File: src/rtl/lsu_mem_port_if.sv
// Bundle of the request/response channels and the single-port data-memory
// bus seen by the load/store initiator.
//   slave  : the lsu_mem_port side (accepts requests, drives memory strobes)
//   master : the environment side (CPU memory stage plus data memory)
interface lsu_mem_port_if #(
  parameter int ADDR_W = 32
);
  // Request channel
  logic              req_valid;
  logic              req_ready;
  logic              req_write;
  logic [1:0]        req_size;
  logic              req_signed;
  logic [ADDR_W-1:0] req_addr;
  logic [31:0]       req_wdata;

  // Response channel
  logic              resp_valid;
  logic              resp_ready;
  logic [31:0]       resp_rdata;
  logic              resp_err;

  // Data-memory port
  logic [ADDR_W-1:0] mem_addr;
  logic              mem_readEn;
  logic              mem_writeEn;
  logic [3:0]        mem_mark;
  logic [31:0]       mem_writeData;
  logic [31:0]       mem_readData;

  modport slave (
    input  req_valid, req_write, req_size, req_signed, req_addr, req_wdata,
    output req_ready,
    output resp_valid, resp_rdata, resp_err,
    input  resp_ready,
    output mem_addr, mem_readEn, mem_writeEn, mem_mark, mem_writeData,
    input  mem_readData
  );

  modport master (
    output req_valid, req_write, req_size, req_signed, req_addr, req_wdata,
    input  req_ready,
    input  resp_valid, resp_rdata, resp_err,
    output resp_ready,
    input  mem_addr, mem_readEn, mem_writeEn, mem_mark, mem_writeData,
    output mem_readData
  );
endinterface

File: src/rtl/lsu_mem_port.sv
// Load/store initiator for the single-port data memory. Accepts one request
// at a time, issues a single read or write strobe with a byte-lane mask and
// lane-replicated store data, then returns sign/zero-extended load data (or
// an error flag for misaligned / illegal-size requests) on the response
// channel. Only ADDR_W = 32 is supported.
module lsu_mem_port #(
  parameter int ADDR_W = 32
) (
  input logic           clock,
  input logic           reset,
  lsu_mem_port_if.slave bus
);

  typedef enum logic [1:0] {
    S_IDLE  = 2'd0,
    S_ISSUE = 2'd1,
    S_WAIT  = 2'd2,
    S_RESP  = 2'd3
  } state_t;

  localparam logic [1:0] SZ_BYTE = 2'd0;
  localparam logic [1:0] SZ_HALF = 2'd1;
  localparam logic [1:0] SZ_WORD = 2'd2;

  // Request is rejected without touching memory when the size is illegal or
  // the address is not naturally aligned for that size.
  function automatic logic req_is_bad(input logic [1:0] size, input logic [1:0] off);
    case (size)
      SZ_BYTE: req_is_bad = 1'b0;
      SZ_HALF: req_is_bad = off[0];
      SZ_WORD: req_is_bad = (off != 2'd0);
      default: req_is_bad = 1'b1;
    endcase
  endfunction

  // Byte lanes touched by an access of the given size at the given offset.
  function automatic logic [3:0] lane_mask(input logic [1:0] size, input logic [1:0] off);
    case (size)
      SZ_BYTE: lane_mask = 4'b0001 << off;
      SZ_HALF: lane_mask = 4'b0011 << off;
      SZ_WORD: lane_mask = 4'b1111;
      default: lane_mask = 4'b0000;
    endcase
  endfunction

  // Replicate right-aligned store data across every lane so the memory only
  // needs the mask to pick the correct bytes.
  function automatic logic [31:0] lane_replicate(input logic [1:0] size, input logic [31:0] wdata);
    case (size)
      SZ_BYTE: lane_replicate = {4{wdata[7:0]}};
      SZ_HALF: lane_replicate = {2{wdata[15:0]}};
      default: lane_replicate = wdata;
    endcase
  endfunction

  // Shift the addressed lanes down to bit 0 and extend to 32 bits.
  function automatic logic [31:0] load_extract(input logic [31:0] word,
                                               input logic [1:0]  size,
                                               input logic [1:0]  off,
                                               input logic        sgn);
    logic        [31:0] sh;
    logic signed [7:0]  sb;
    logic signed [15:0] sh16;
    sh   = word >> {off, 3'b000};
    sb   = sh[7:0];
    sh16 = sh[15:0];
    case (size)
      SZ_BYTE: load_extract = sgn ? 32'(sb)   : {24'd0, sh[7:0]};
      SZ_HALF: load_extract = sgn ? 32'(sh16) : {16'd0, sh[15:0]};
      default: load_extract = sh;
    endcase
  endfunction

  state_t r_state;
  state_t w_state_nxt;

  // Latched request
  logic              r_write;
  logic [1:0]        r_size;
  logic              r_signed;
  logic [ADDR_W-1:0] r_addr;
  logic [31:0]       r_wdata;

  // Response holding registers
  logic [31:0]       r_rdata;
  logic              r_err;

  logic              w_req_ready;
  logic              w_resp_valid;
  logic              w_accept;
  logic              w_resp_done;
  logic              w_bad;
  logic              w_read_en;
  logic              w_write_en;
  logic [3:0]        w_mark;
  logic [1:0]        w_off;

  assign w_off       = r_addr[1:0];
  assign w_bad       = req_is_bad(bus.req_size, bus.req_addr[1:0]);
  assign w_accept    = bus.req_valid && w_req_ready;
  assign w_resp_done = w_resp_valid && bus.resp_ready;

  // Next-state and FSM-decoded outputs; strobes are gated by reset so an
  // access caught by reset in ISSUE never reaches memory.
  always_comb begin
    w_state_nxt  = r_state;
    w_req_ready  = 1'b0;
    w_resp_valid = 1'b0;
    w_read_en    = 1'b0;
    w_write_en   = 1'b0;
    w_mark       = 4'b0000;
    case (r_state)
      S_IDLE: begin
        w_req_ready = !reset;
        if (bus.req_valid && !reset) begin
          w_state_nxt = w_bad ? S_RESP : S_ISSUE;
        end
      end
      S_ISSUE: begin
        w_read_en   = !r_write && !reset;
        w_write_en  = r_write && !reset;
        w_mark      = reset ? 4'b0000 : lane_mask(r_size, w_off);
        w_state_nxt = r_write ? S_RESP : S_WAIT;
      end
      S_WAIT: begin
        w_state_nxt = S_RESP;
      end
      S_RESP: begin
        w_resp_valid = 1'b1;
        if (bus.resp_ready) begin
          w_state_nxt = S_IDLE;
        end
      end
      default: begin
        w_state_nxt = S_IDLE;
      end
    endcase
  end

  // State register; reset aborts any in-flight request.
  always_ff @(posedge clock) begin
    if (reset) begin
      r_state <= S_IDLE;
    end else begin
      r_state <= w_state_nxt;
    end
  end

  // Request latch on accept.
  always_ff @(posedge clock) begin
    if (reset) begin
      r_write  <= 1'b0;
      r_size   <= 2'd0;
      r_signed <= 1'b0;
      r_addr   <= '0;
      r_wdata  <= 32'd0;
    end else if (w_accept) begin
      r_write  <= bus.req_write;
      r_size   <= bus.req_size;
      r_signed <= bus.req_signed;
      r_addr   <= bus.req_addr;
      r_wdata  <= bus.req_wdata;
    end
  end

  // Response data/error: cleared at accept (stores and errors return 0),
  // loaded from memory in WAIT, held through RESP, cleared on handshake.
  always_ff @(posedge clock) begin
    if (reset) begin
      r_rdata <= 32'd0;
      r_err   <= 1'b0;
    end else if (w_accept) begin
      r_rdata <= 32'd0;
      r_err   <= w_bad;
    end else if (r_state == S_WAIT) begin
      r_rdata <= load_extract(bus.mem_readData, r_size, w_off, r_signed);
    end else if (w_resp_done) begin
      r_rdata <= 32'd0;
      r_err   <= 1'b0;
    end
  end

  assign bus.req_ready     = w_req_ready;
  assign bus.resp_valid    = w_resp_valid;
  assign bus.resp_rdata    = r_rdata;
  assign bus.resp_err      = r_err;
  assign bus.mem_addr      = {r_addr[ADDR_W-1:2], 2'b00};
  assign bus.mem_readEn    = w_read_en;
  assign bus.mem_writeEn   = w_write_en;
  assign bus.mem_mark      = w_mark;
  assign bus.mem_writeData = lane_replicate(r_size, r_wdata);

endmodule

File: src/flat_wrapper.sv
// flat-port wrapper written by rule: the top's interface ports become plain ports
module lsu_mem_port_flat 
#(
  parameter int ADDR_W = 32
)
  (clock, reset, bus_req_valid, bus_req_write, bus_req_size, bus_req_signed, bus_req_addr, bus_req_wdata, bus_req_ready, bus_resp_valid, bus_resp_rdata, bus_resp_err, bus_resp_ready, bus_mem_addr, bus_mem_readEn, bus_mem_writeEn, bus_mem_mark, bus_mem_writeData, bus_mem_readData);
  lsu_mem_port_if #(.ADDR_W(ADDR_W)) bus_i ();
  input logic clock;
  input logic reset;
  input wire logic [$bits(bus_i.req_valid)-1:0] bus_req_valid;
  input wire logic [$bits(bus_i.req_write)-1:0] bus_req_write;
  input wire logic [$bits(bus_i.req_size)-1:0] bus_req_size;
  input wire logic [$bits(bus_i.req_signed)-1:0] bus_req_signed;
  input wire logic [$bits(bus_i.req_addr)-1:0] bus_req_addr;
  input wire logic [$bits(bus_i.req_wdata)-1:0] bus_req_wdata;
  output wire logic [$bits(bus_i.req_ready)-1:0] bus_req_ready;
  output wire logic [$bits(bus_i.resp_valid)-1:0] bus_resp_valid;
  output wire logic [$bits(bus_i.resp_rdata)-1:0] bus_resp_rdata;
  output wire logic [$bits(bus_i.resp_err)-1:0] bus_resp_err;
  input wire logic [$bits(bus_i.resp_ready)-1:0] bus_resp_ready;
  output wire logic [$bits(bus_i.mem_addr)-1:0] bus_mem_addr;
  output wire logic [$bits(bus_i.mem_readEn)-1:0] bus_mem_readEn;
  output wire logic [$bits(bus_i.mem_writeEn)-1:0] bus_mem_writeEn;
  output wire logic [$bits(bus_i.mem_mark)-1:0] bus_mem_mark;
  output wire logic [$bits(bus_i.mem_writeData)-1:0] bus_mem_writeData;
  input wire logic [$bits(bus_i.mem_readData)-1:0] bus_mem_readData;
  assign bus_i.req_valid = bus_req_valid;
  assign bus_i.req_write = bus_req_write;
  assign bus_i.req_size = bus_req_size;
  assign bus_i.req_signed = bus_req_signed;
  assign bus_i.req_addr = bus_req_addr;
  assign bus_i.req_wdata = bus_req_wdata;
  assign bus_req_ready = bus_i.req_ready;
  assign bus_resp_valid = bus_i.resp_valid;
  assign bus_resp_rdata = bus_i.resp_rdata;
  assign bus_resp_err = bus_i.resp_err;
  assign bus_i.resp_ready = bus_resp_ready;
  assign bus_mem_addr = bus_i.mem_addr;
  assign bus_mem_readEn = bus_i.mem_readEn;
  assign bus_mem_writeEn = bus_i.mem_writeEn;
  assign bus_mem_mark = bus_i.mem_mark;
  assign bus_mem_writeData = bus_i.mem_writeData;
  assign bus_i.mem_readData = bus_mem_readData;
  lsu_mem_port #(.ADDR_W(ADDR_W)) u_core (.clock(clock), .reset(reset), .bus(bus_i));
endmodule
File: config.mk
export PLATFORM = sky130hd
export DESIGN_NAME = lsu_mem_port_flat
export DESIGN_NICKNAME = d
export VERILOG_FILES = /design/src/rtl/lsu_mem_port_if.sv /design/src/rtl/lsu_mem_port.sv /design/src/flat_wrapper.sv
export SDC_FILE = /design/constraint.sdc
export NUM_CORES = 1
export LEC_CHECK = 0
export ABC_AREA = 1
export BUFFER_PORTS_ARGS = -buffer_cell sky130_fd_sc_hd__buf_2
export CAP_MARGIN = 10
export CORE_MARGIN = 2
export CORE_UTILIZATION = 30
export CTS_CLUSTER_DIAMETER = 80
export CTS_CLUSTER_SIZE = 28
export DETAILED_ROUTE_END_ITERATION = 10
export MAX_ROUTING_LAYER = met4
export SYNTH_ARGS = -nofsm -noshare
export SYNTH_HDL_FRONTEND = slang
export SYNTH_SLANG_ARGS = --single-unit
File: constraint.sdc
create_clock -name clock -period 4.42 [get_ports clock]
set_clock_uncertainty 0.05 [all_clocks]
set_input_delay 1.105 -clock clock [delete_from_list [all_inputs] [get_ports clock]]
set_output_delay 1.105 -clock clock [all_outputs]
set_load 0.02 [all_outputs]
==> impl_metrics.yaml <==
status:
  status: "complete, no violations"
sta:
  hold_viol: 0
  fmax_ghz: 0.310
  drv_slew: 0
  final-setup-viol-count: 0
  period_share_pct: 73.1
  rsz0062_at_grt: "no"
  finalSetupTns_ps: 0
  worst_pin_slew_ps: 842
  min_period_ps: 3230
  finalHoldWorstSlack_ps: 413
  relSlewSlack_pct: 43.8
power_and_ir_drop:
  p_seq_share_pct: 36.1
  leakage_nw: 2.95
  p_int_w: 0.00200
  p_sw_share_pct: 39.1
  vdd_drop_max_mv: 0.204
  combinationalPowerShare_pct: 37.2
  power.share.clock_pct: 26.7
  pwr_density_cell_nw_per_um2: 538
  p_sw_w: 0.00129
critical_path:
  reg2reg_slack_ps: 1930
  cp_slowest_cell: "buf_4"
  critPathTopFamily: "buffers and inverters"
  cp-end-kind: "output port"
  critPathBufInv: 4
  start_kind: "flop"
  cp.arrival_ps: 2080
  worst-setup-path-type: "flop to output port"
  cp_slowest_stage_delay_ps: 340
  crit_required_ps: 3260
  cp_max_fo: 35
  path_cells: "buf_4 -> clkinv_4 -> nand2_4 -> inv_1 -> o21ai_0 -> buf_2"
synth:
  synth_top_area_share_pct: 41.8
  yosysSeqAreaShare_pct: 41.8
  synth_warnings: 0
  synthDistinctLibCells: 34
  netlist_area_um2: 4930
  ys_ff_latch: 103
  postSynthCellCount: 640
  yosys.area.top_type: "dfxtp_1"
  avgSynthCellArea_um2: 7.71
  synth.area.top_cells: "dfxtp_1, nand2_1, a22o_1, buf_4, a21oi_1"
routing:
  drc: 0
  drtIter0Drc: 363
  num_vias: 4665
  routed_wl_um: 14700
  via_per_inst: 4.64
  ant_nets: 0
  drt-pass1-iter-count: 5
  wl_per_cell_um: 14.6
die:
  fp.dieW_um: 132
  rows: 46
  fp.dieH_um: 132
  core_um2: 16000
  start_util_pct: 30.8
  die_area_um2: 17500
  ios: 209
grt:
  grt_overflow: 0
  grt_max_degree: 67
  grt_first_pass_wirelength_um: 23100
  grt_usage_pct: 17.1
  grt_pass1_vias: 4304
  grt_antenna_before_repair: 2
cts:
  insertion_delay_ps: 350
  cts_buffers: 9
  cts_sinks: 103
  cts_setup_buffers: 0
  cts_resized: 0
  postCtsHoldBufs: 0
  h-tree-depth: 3
  clock_path_buffers: 2
  cts_root_buf: "clkbuf_16"
  clkSlewWorstSetupHoldPaths_ps: 70
  cts_tree: "built"
flow_run:
  drv_cap: 0
final_layout:
  final_cells: 1006
  final_util_pct: 38.2
  design_area_um2: 6120
  nets: 892
  area_growth_pct: 24.0
  layout-drive-gt1-share_pct: 33.2
placed_design:
  hpwl_um: 10700
  portBuffers: 206
  place_area_um2: 5790
  place_inst: 988
  gp_congestion: 0.852
hold_path:
  hold_class: "flop to flop"
## routing by layer
metal	track usage, %	vias to the layer above	wire, µm	part of all wire (%)
met5	-	-	0	0
met4	5.08	0	198	1.3
met3	4.81	15	1060	7.2
met2	25.6	187	6510	44
met1	22.6	2088	6900	47
li1	-	2375	-	-
## placed cells by master, fill, tap and decap left out, types with 2 or more instances in the layout
master       n
inv_1       48
diode_2      2
dfxtp_1    103
a22o_1      39
nand3_1     37
nand2_2     10
ha_1         5
nand3_2      2
buf_2      206
inv_6        2
o21ai_1     31
conb_1       2
o221ai_1     8
o21ai_0     29
nor2_1       5
nand3_4      2
buf_4        7
o22ai_1      4
a21oi_1     43
inv_2        2
a21oi_2     11
nor2_4       3
bufinv_16    2
clkinv_1     2
clkbuf_16    9
o211ai_1     7
nand2_1    160
## through the flow
stage / power [W] / setup slack, ps
2_1_floorplan: 0.00216 / 1530
3_3_place_gp: 0.00244 / 1240
3_5_place_dp: 0.00244 / 1240
4_1_cts: 0.00334 / 1170
5_1_grt: 0.00352 / 1000
6_report: 0.00329 / 1190
## power groups by stage
| stage | logic [W] | clock network (W) | registers [W] |
|---|---|---|---|
| detailed placement | 0.00124 | 0 | 0.00120 |
| global placement | 0.00123 | 0 | 0.00121 |
| CTS | 0.00124 | 0.000911 | 0.00119 |
| floorplan | 0.000936 | 0 | 0.00122 |
| global route | 0.00136 | 0.000948 | 0.00121 |
| finish | 0.00122 | 0.000880 | 0.00119 |
## worst paths after layout
path                                                   to  cells after the start                       from
worst max-delay path                 bus_mem_writeData[8]                      6           u_core.r_size[1]
worst min-delay path            u_core.bus.resp_rdata[31]                      2  u_core.bus.resp_rdata[31]
worst max register to register  u_core.bus.resp_rdata[25]                      6          u_core.r_state[0]
worst min register to register  u_core.bus.resp_rdata[31]                      2  u_core.bus.resp_rdata[31]
## Yosys cell counts, drive strengths merged
library cell and instances:
a21oi 54, a22o 39, a22oi 1, a31oi 1, buf 68, clkbuf 14
clkinv 3, conb 1, dfxtp 103, ha 5, inv 51, nand2 171
nand3 41, nor2 8, o211ai 7, o21ai 60, o21bai 1, o221ai 8
o22ai 4
## kinds of logic after synthesis
| kind of cell | Yosys count | synth area share, % |
|---|---|---|
| AND/OR/NAND/NOR | 220 | 19.4 |
| other | 1 | 0.0760 |
| AO/OA/AOI/OAI | 175 | 22.7 |
| adder cells (fa/ha/maj) | 5 | 1.27 |
| flip-flops | 103 | 41.8 |
| buffers and inverters | 136 | 14.7 |
## final cells by class
cell class                      count  area [µm²]
Timing Repair Buffer              213        1080
Clock inverter                      6        90.1
Tap cell                          216         270
Sequential cell                   103        2060
Fill cell                        1764        9880
Antenna cell                        2        5.00
Multi-Input combinational cell    402        2160
Inverter                           54         210
Clock buffer                       10         239
## worst register-to-register path: stages (launching register included)
cell      delay (ps)
dfxtp_1          360
inv_1            120
ha_1             680
clkinv_1         650
a21oi_1          360
nand2_2          100
a21oi_2          120
## state kept, by name (all words and copies together) (netlist names)
register	flops
u_core.r_state	2
u_core.bus.resp_rdata	32
u_core.r_write	1
u_core.r_wdata	32
u_core.bus.resp_err	1
u_core.r_signed	1
u_core.r_addr	32
u_core.r_size	2
(Power assumes the default switching activity.)
